**config.mk**
```make
export PLATFORM = sky130hd
export DESIGN_NAME = tap_sequence_decoder
export DESIGN_NICKNAME = d
export VERILOG_FILES = /design/src/rtl/tap_pkg.sv /design/src/rtl/sync_rise_detect.sv /design/src/rtl/tap_sequence_decoder.sv
export SDC_FILE = /design/constraint.sdc
export NUM_CORES = 1
export LEC_CHECK = 0
export BUFFER_PORTS_ARGS = -buffer_cell sky130_fd_sc_hd__buf_2
export CAP_MARGIN = 40
export CORE_UTILIZATION = 45
export CTS_BUF_LIST = sky130_fd_sc_hd__clkbuf_8 sky130_fd_sc_hd__clkbuf_16
export DETAILED_ROUTE_END_ITERATION = 16
export PLACE_DENSITY = 0.62
export SETUP_SLACK_MARGIN = 0.4
export SYNTH_ARGS = -nofsm -noshare
export SYNTH_HDL_FRONTEND = slang
export SYNTH_HIERARCHICAL = 1
export SYNTH_SLANG_ARGS = --single-unit
```
**constraint.sdc**
```tcl
create_clock -name clk -period 2.98 [get_ports clk]
set_input_delay 0.447 -clock clk [delete_from_list [all_inputs] [get_ports clk]]
set_output_delay 0.447 -clock clk [all_outputs]
set_load 0.01 [all_outputs]
```
**src/rtl/tap_pkg.sv**
```systemverilog
// Shared types and helpers for the tap sequence decoder.
// State encoding is 2 bits; IDLE is the reset state.
package tap_pkg;

    typedef enum logic [1:0] {
        IDLE   = 2'd0,
        COUNT  = 2'd1,
        REPORT = 2'd2
    } tap_state_e;

    localparam tap_state_e STATE_RESET = IDLE;

    // Ceiling log2, used to size the inactivity timer so it can just reach
    // WINDOW_CYCLES-1 without spare headroom.
    function automatic int clog2(input int unsigned value);
        int          width;
        int unsigned rem;
        width = 0;
        rem   = value - 1;
        while (rem > 0) begin
            width = width + 1;
            rem   = rem >> 1;
        end
        return width;
    endfunction

endpackage

```
**src/rtl/sync_rise_detect.sv**
```systemverilog
// Two-flop synchronizer followed by a rising-edge detector.
// Produces exactly one single-cycle 'rise' per high period of async_in,
// however long that period lasts. Reusable for any slow button-style input.
module sync_rise_detect (
    input  logic clk,
    input  logic rst,
    input  logic async_in,
    output logic rise
);

    logic s1_q, s2_q, s3_q;
    logic s1_d, s2_d, s3_d;

    // Next values of the shift chain: s1/s2 synchronize, s3 remembers the last level.
    always_comb begin
        s1_d = async_in;
        s2_d = s1_q;
        s3_d = s2_q;
    end

    // Chain registers, cleared asynchronously so no spurious edge follows reset.
    always_ff @(posedge clk or negedge rst) begin
        if (!rst) begin
            s1_q <= 1'b0;
            s2_q <= 1'b0;
            s3_q <= 1'b0;
        end else begin
            s1_q <= s1_d;
            s2_q <= s2_d;
            s3_q <= s3_d;
        end
    end

    assign rise = s2_q & ~s3_q;

endmodule

```
**src/rtl/tap_sequence_decoder.sv**
```systemverilog
// Groups button presses that arrive within an inactivity window into one
// event and reports the number of taps as a one-cycle strobe.
// Optional build macro: TAP_OVERFLOW_EN adds the tap_ovf output, flagging
// sequences with more than MAX_TAPS presses.
module tap_sequence_decoder
    import tap_pkg::*;
#(
    parameter int unsigned WINDOW_CYCLES = 50_000_000,
    parameter int unsigned MAX_TAPS      = 7,
    parameter int unsigned CNT_W         = 3
) (
    input  logic             clk,
    input  logic             rst,
    input  logic             sign,
    output logic             tap_valid,
    output logic [CNT_W-1:0] tap_count,
    output logic             busy
`ifdef TAP_OVERFLOW_EN
    ,
    output logic             tap_ovf
`endif
);

    localparam int                 TIMER_W    = clog2(WINDOW_CYCLES);
    localparam logic [TIMER_W-1:0] TIMER_LAST = TIMER_W'(WINDOW_CYCLES - 1);
    localparam logic [CNT_W-1:0]   CNT_MAX    = CNT_W'(MAX_TAPS);
    localparam logic [CNT_W-1:0]   CNT_ONE    = CNT_W'(1);

    logic rise;

    tap_state_e         state_q, state_d;
    logic [TIMER_W-1:0] timer_q, timer_d;
    logic [CNT_W-1:0]   cnt_q, cnt_d;
    logic [CNT_W-1:0]   tap_count_q, tap_count_d;
    logic               tap_valid_q, tap_valid_d;
    logic               busy_q, busy_d;

    sync_rise_detect u_sync_rise_detect (
        .clk      (clk),
        .rst      (rst),
        .async_in (sign),
        .rise     (rise)
    );

    // Next-state, counter, timer and output-register logic. Outputs are
    // derived from the next state so that they are registered and aligned
    // with the state they describe.
    always_comb begin
        state_d     = state_q;
        timer_d     = timer_q;
        cnt_d       = cnt_q;
        tap_count_d = tap_count_q;
        tap_valid_d = 1'b0;
        busy_d      = 1'b0;

        case (state_q)
            IDLE: begin
                if (rise) begin
                    state_d = COUNT;
                    cnt_d   = CNT_ONE;
                    timer_d = '0;
                end
            end
            COUNT: begin
                if (rise) begin
                    // A press on the timeout cycle still wins and restarts the window.
                    timer_d = '0;
                    if (cnt_q != CNT_MAX) begin
                        cnt_d = cnt_q + CNT_ONE;
                    end
                end else if (timer_q == TIMER_LAST) begin
                    state_d = REPORT;
                end else begin
                    timer_d = timer_q + TIMER_W'(1);
                end
            end
            REPORT: begin
                // A press here opens a fresh sequence; the current report is unaffected.
                if (rise) begin
                    state_d = COUNT;
                    cnt_d   = CNT_ONE;
                    timer_d = '0;
                end else begin
                    state_d = IDLE;
                end
            end
            default: begin
                state_d = IDLE;
            end
        endcase

        tap_valid_d = (state_d == REPORT);
        busy_d      = (state_d == COUNT);
        if (state_d == REPORT) begin
            tap_count_d = cnt_q;
        end
    end

    // State and output registers with asynchronous clear.
    always_ff @(posedge clk or negedge rst) begin
        if (!rst) begin
            state_q     <= STATE_RESET;
            timer_q     <= '0;
            cnt_q       <= '0;
            tap_count_q <= '0;
            tap_valid_q <= 1'b0;
            busy_q      <= 1'b0;
        end else begin
            state_q     <= state_d;
            timer_q     <= timer_d;
            cnt_q       <= cnt_d;
            tap_count_q <= tap_count_d;
            tap_valid_q <= tap_valid_d;
            busy_q      <= busy_d;
        end
    end

    assign tap_valid = tap_valid_q;
    assign tap_count = tap_count_q;
    assign busy      = busy_q;

`ifdef TAP_OVERFLOW_EN
    logic ovf_sticky_q, ovf_sticky_d;
    logic tap_ovf_q, tap_ovf_d;

    // Sticky overflow: cleared when a sequence opens, set by any press past saturation.
    // The reported flag is loaded alongside tap_count and held the same way.
    always_comb begin
        ovf_sticky_d = ovf_sticky_q;
        tap_ovf_d    = tap_ovf_q;
        if ((state_q != COUNT) && (state_d == COUNT)) begin
            ovf_sticky_d = 1'b0;
        end else if ((state_q == COUNT) && rise && (cnt_q == CNT_MAX)) begin
            ovf_sticky_d = 1'b1;
        end
        if (state_d == REPORT) begin
            tap_ovf_d = ovf_sticky_q;
        end
    end

    // Overflow registers with asynchronous clear.
    always_ff @(posedge clk or negedge rst) begin
        if (!rst) begin
            ovf_sticky_q <= 1'b0;
            tap_ovf_q    <= 1'b0;
        end else begin
            ovf_sticky_q <= ovf_sticky_d;
            tap_ovf_q    <= tap_ovf_d;
        end
    end

    assign tap_ovf = tap_ovf_q;
`endif

endmodule
```
==> flow_metrics.tcl <==
set metrics [dict create \
    status "finished, final reports clean" \
    fin_skew_ns 0.008859 \
    cp_cell_sequence "ha_1, nand3_1, or4_4, o21ai_4, nor4_1, o21a_1" \
    swShare_pct 25.88 \
    die_y_um 69.73 \
    drt_iter0_drc 91 \
    maxCapViolations 0 \
    cpMaxStageDelayCell "or4_4" \
    drt_pre_antenna_iters 4 \
    min_path_type "in2async" \
    cp_data_required_time_ns 3.17 \
    clockPowerShare_pct 38.8 \
    grt.total_usage_pct 18.93 \
    nets 228 \
    cp_max_fo 27 \
    synth.ff_latch_count 39 \
    tightest_slew_ns 0.6700 \
    cts_resized 0 \
    synthCells 216 \
    powerDensity_nw_per_um2 537.1 \
    setup_viol 0 \
    clk_path_buf_depth 2 \
    fmax_mhz 421.9 \
    syn_to_final_growth_pct 9.697 \
    clk_latency_ns 0.30 \
    startpoint_type "flip-flop" \
    critical-path-top-delay-family "simple AND/OR/NAND/NOR gates" \
    ant_nets 0 \
    portBuffers 7 \
    drc 0 \
    cts_tree "built" \
    hold_buffers 0 \
    grt_max_degree 28 \
    final_cell_mix "dfrtp_1, nor2_1, o21ai_1" \
    p_switching_mw 0.3148 \
    yosysSeqAreaShare_pct 47.27 \
    clock_sinks 39 \
    rsz0062_at_grt "no" \
    fin_util_pct 51.66 \
    grt_overflow_total 0 \
    p_comb_share_pct 10.7 \
    die-width_um 69.73 \
    seq_power_share_pct 50.5 \
    period_share_pct 79.53 \
    rows 24 \
    dieArea_um2 4862 \
    antenna_found_initial 0 \
    grt_pass1_vias 1460 \
    cts_made_buffers 5 \
    vias 1596 \
    p_int_mw 0.9016 \
    core_area_um2 4384 \
    syn_nets 222 \
    grt_pass1_wl_um 7134 \
    drive_above_1_share_pct 13.00 \
    vdd_drop_max_v 0.0002623 \
    setup_tns_ns 0 \
    postPlaceCellArea_um2 2143 \
    cts_setup_buffers 0 \
    cts_root_buffer "clkbuf_8" \
    drt-total-wl_um 4044 \
    worst_ep_arrival_time_ns 2.56 \
    synth_cell_type_count 41 \
    globalplace.congestion 0.8752 \
    synth_area_um2 2064 \
    h-tree-depth 2 \
    ios 8 \
    hold_viol 0 \
    diodes 0 \
    fin_area_um2 2265 \
    synth_top_area_cell "dfrtp_1" \
    hpwl_um 2858 \
    p_leak_nw 0.8958 \
    fin_crit_ns 2.370 \
    critPathBufInv 0 \
    clk_pin_slew_ns 0.08 \
    netlist.area_leader.share_pct 47.27 \
    yosys-top-cells-area "dfrtp_1, o21ai_1, nor2_1" \
    end_kind "flip-flop" \
    start_util_pct 47.09 \
    cpPeakStageDelay_ns 0.59 \
    slew_viol_final 0 \
    yosysWarnings 6 \
    layout_commonest_cell "dfrtp_1" \
    slew_headroom_pct 55.17 \
    avgSynthCellArea_um2 9.558 \
    criticalPathCategory "reg2reg" \
    vias_per_cell 5.804 \
    routedWlPerCell_um 14.71 \
]
==> layout make-up <==
type	count	area (µm²)
fill	399	2120
tap	52	65.06
inverter	8	30.03
timing repair buffer	10	70.07
sequential	39	975.9
multi-input combinational	158	1002
clock inverter	2	38.79
clock buffer	6	82.58
==> Yosys cell counts <==
cell,instances
or4b_1,1
a21oi_1,9
o31a_1,2
o21ai_0,6
and4_1,2
mux2_1,3
or3_1,4
and3_1,2
nor3_1,6
nand2_1,13
buf_4,1
nand3b_1,1
ha_1,3
dfrtp_1,39
inv_1,7
o21ai_1,17
xnor2_1,6
nand4_1,6
nor2b_1,1
nor4_2,3
o21ai_4,1
inv_2,1
nand3_4,1
buf_6,1
nor4_1,5
o21a_1,2
nor2_1,22
nand3_1,14
buf_2,3
nor4b_1,2
or4_4,1
nand4_2,2
and2_1,1
a31oi_1,3
nor3_4,1
o41ai_1,4
o31ai_1,8
nor2b_4,1
nand2b_1,4
and2_0,1
clkbuf_1,6
==> per-layer routing <==
metal / vias up / track usage [%] / routed length (µm)
met4: 0 / 6.667 / 62
met3: 7 / 4.942 / 137
met5: - / 0 / 0
met1: 761 / 26.02 / 2003
li1: 800 / - / -
met2: 28 / 29.02 / 1840
==> sequential cells by signal (all words and copies together) (netlist names) <==
name and cells:
timer_q 26, cnt_q 3, tap_count 3, state_q 2, busy 1, tap_valid 1
u_sync_rise_detect/s1_q 1, u_sync_rise_detect/s2_q 1, u_sync_rise_detect/s3_q 1
==> power by group through the flow <==
stage	clock network [mW]	registers, mW	logic (mW)
floorplan	0	0.615	0.0962
global placement	0	0.625	0.125
detailed placement	0	0.626	0.133
CTS	0.479	0.616	0.134
global route	0.510	0.626	0.158
finish	0.472	0.615	0.130
==> final timing paths <==
path	slack [ns]	depth (start not counted)	to	startpoint
worst max-delay path	0.61	6	timer_q[19]$_DFFE_PN0P_	timer_q[0]$_DFFE_PN0P_
worst min-delay path	0.04	1	cnt_q[1]$_DFFE_PN0P_	rst
worst max register to register	0.61	6	timer_q[19]$_DFFE_PN0P_	timer_q[0]$_DFFE_PN0P_
worst min register to register	0.36	0	u_sync_rise_detect/s2_q$_DFF_PN0_	u_sync_rise_detect/s1_q$_DFF_PN0_
max in group asynchronous	2.49	2	timer_q[20]$_DFFE_PN0P_	rst
min in group clk	0.25	1	u_sync_rise_detect/s1_q$_DFF_PN0_	sign
==> cell families after synthesis <==
| family | Yosys count | share of synthesized area [%] |
|---|---|---|
| simple gates | 94 | 26.91 |
| compound gates | 52 | 15.64 |
| flops | 39 | 47.27 |
| buf+inv | 19 | 4.182 |
| xor+xnor | 6 | 2.545 |
| mux | 3 | 1.636 |
| fa+ha+maj | 3 | 1.818 |
==> through the flow <==
stage,instances,power [mW],hold slack [ns],setup slack [ns]
finish,275,1.216,0.04415,0.6100
global route,275,1.294,0.05701,0.4553
CTS,275,1.229,0.05076,0.6010
detailed placement,267,0.7594,0.3355,0.6268
global placement,266,0.7499,0.3330,0.6666
floorplan,216,0.7113,0.1514,1.029
Note: power is estimated with default switching activity, not from simulation.
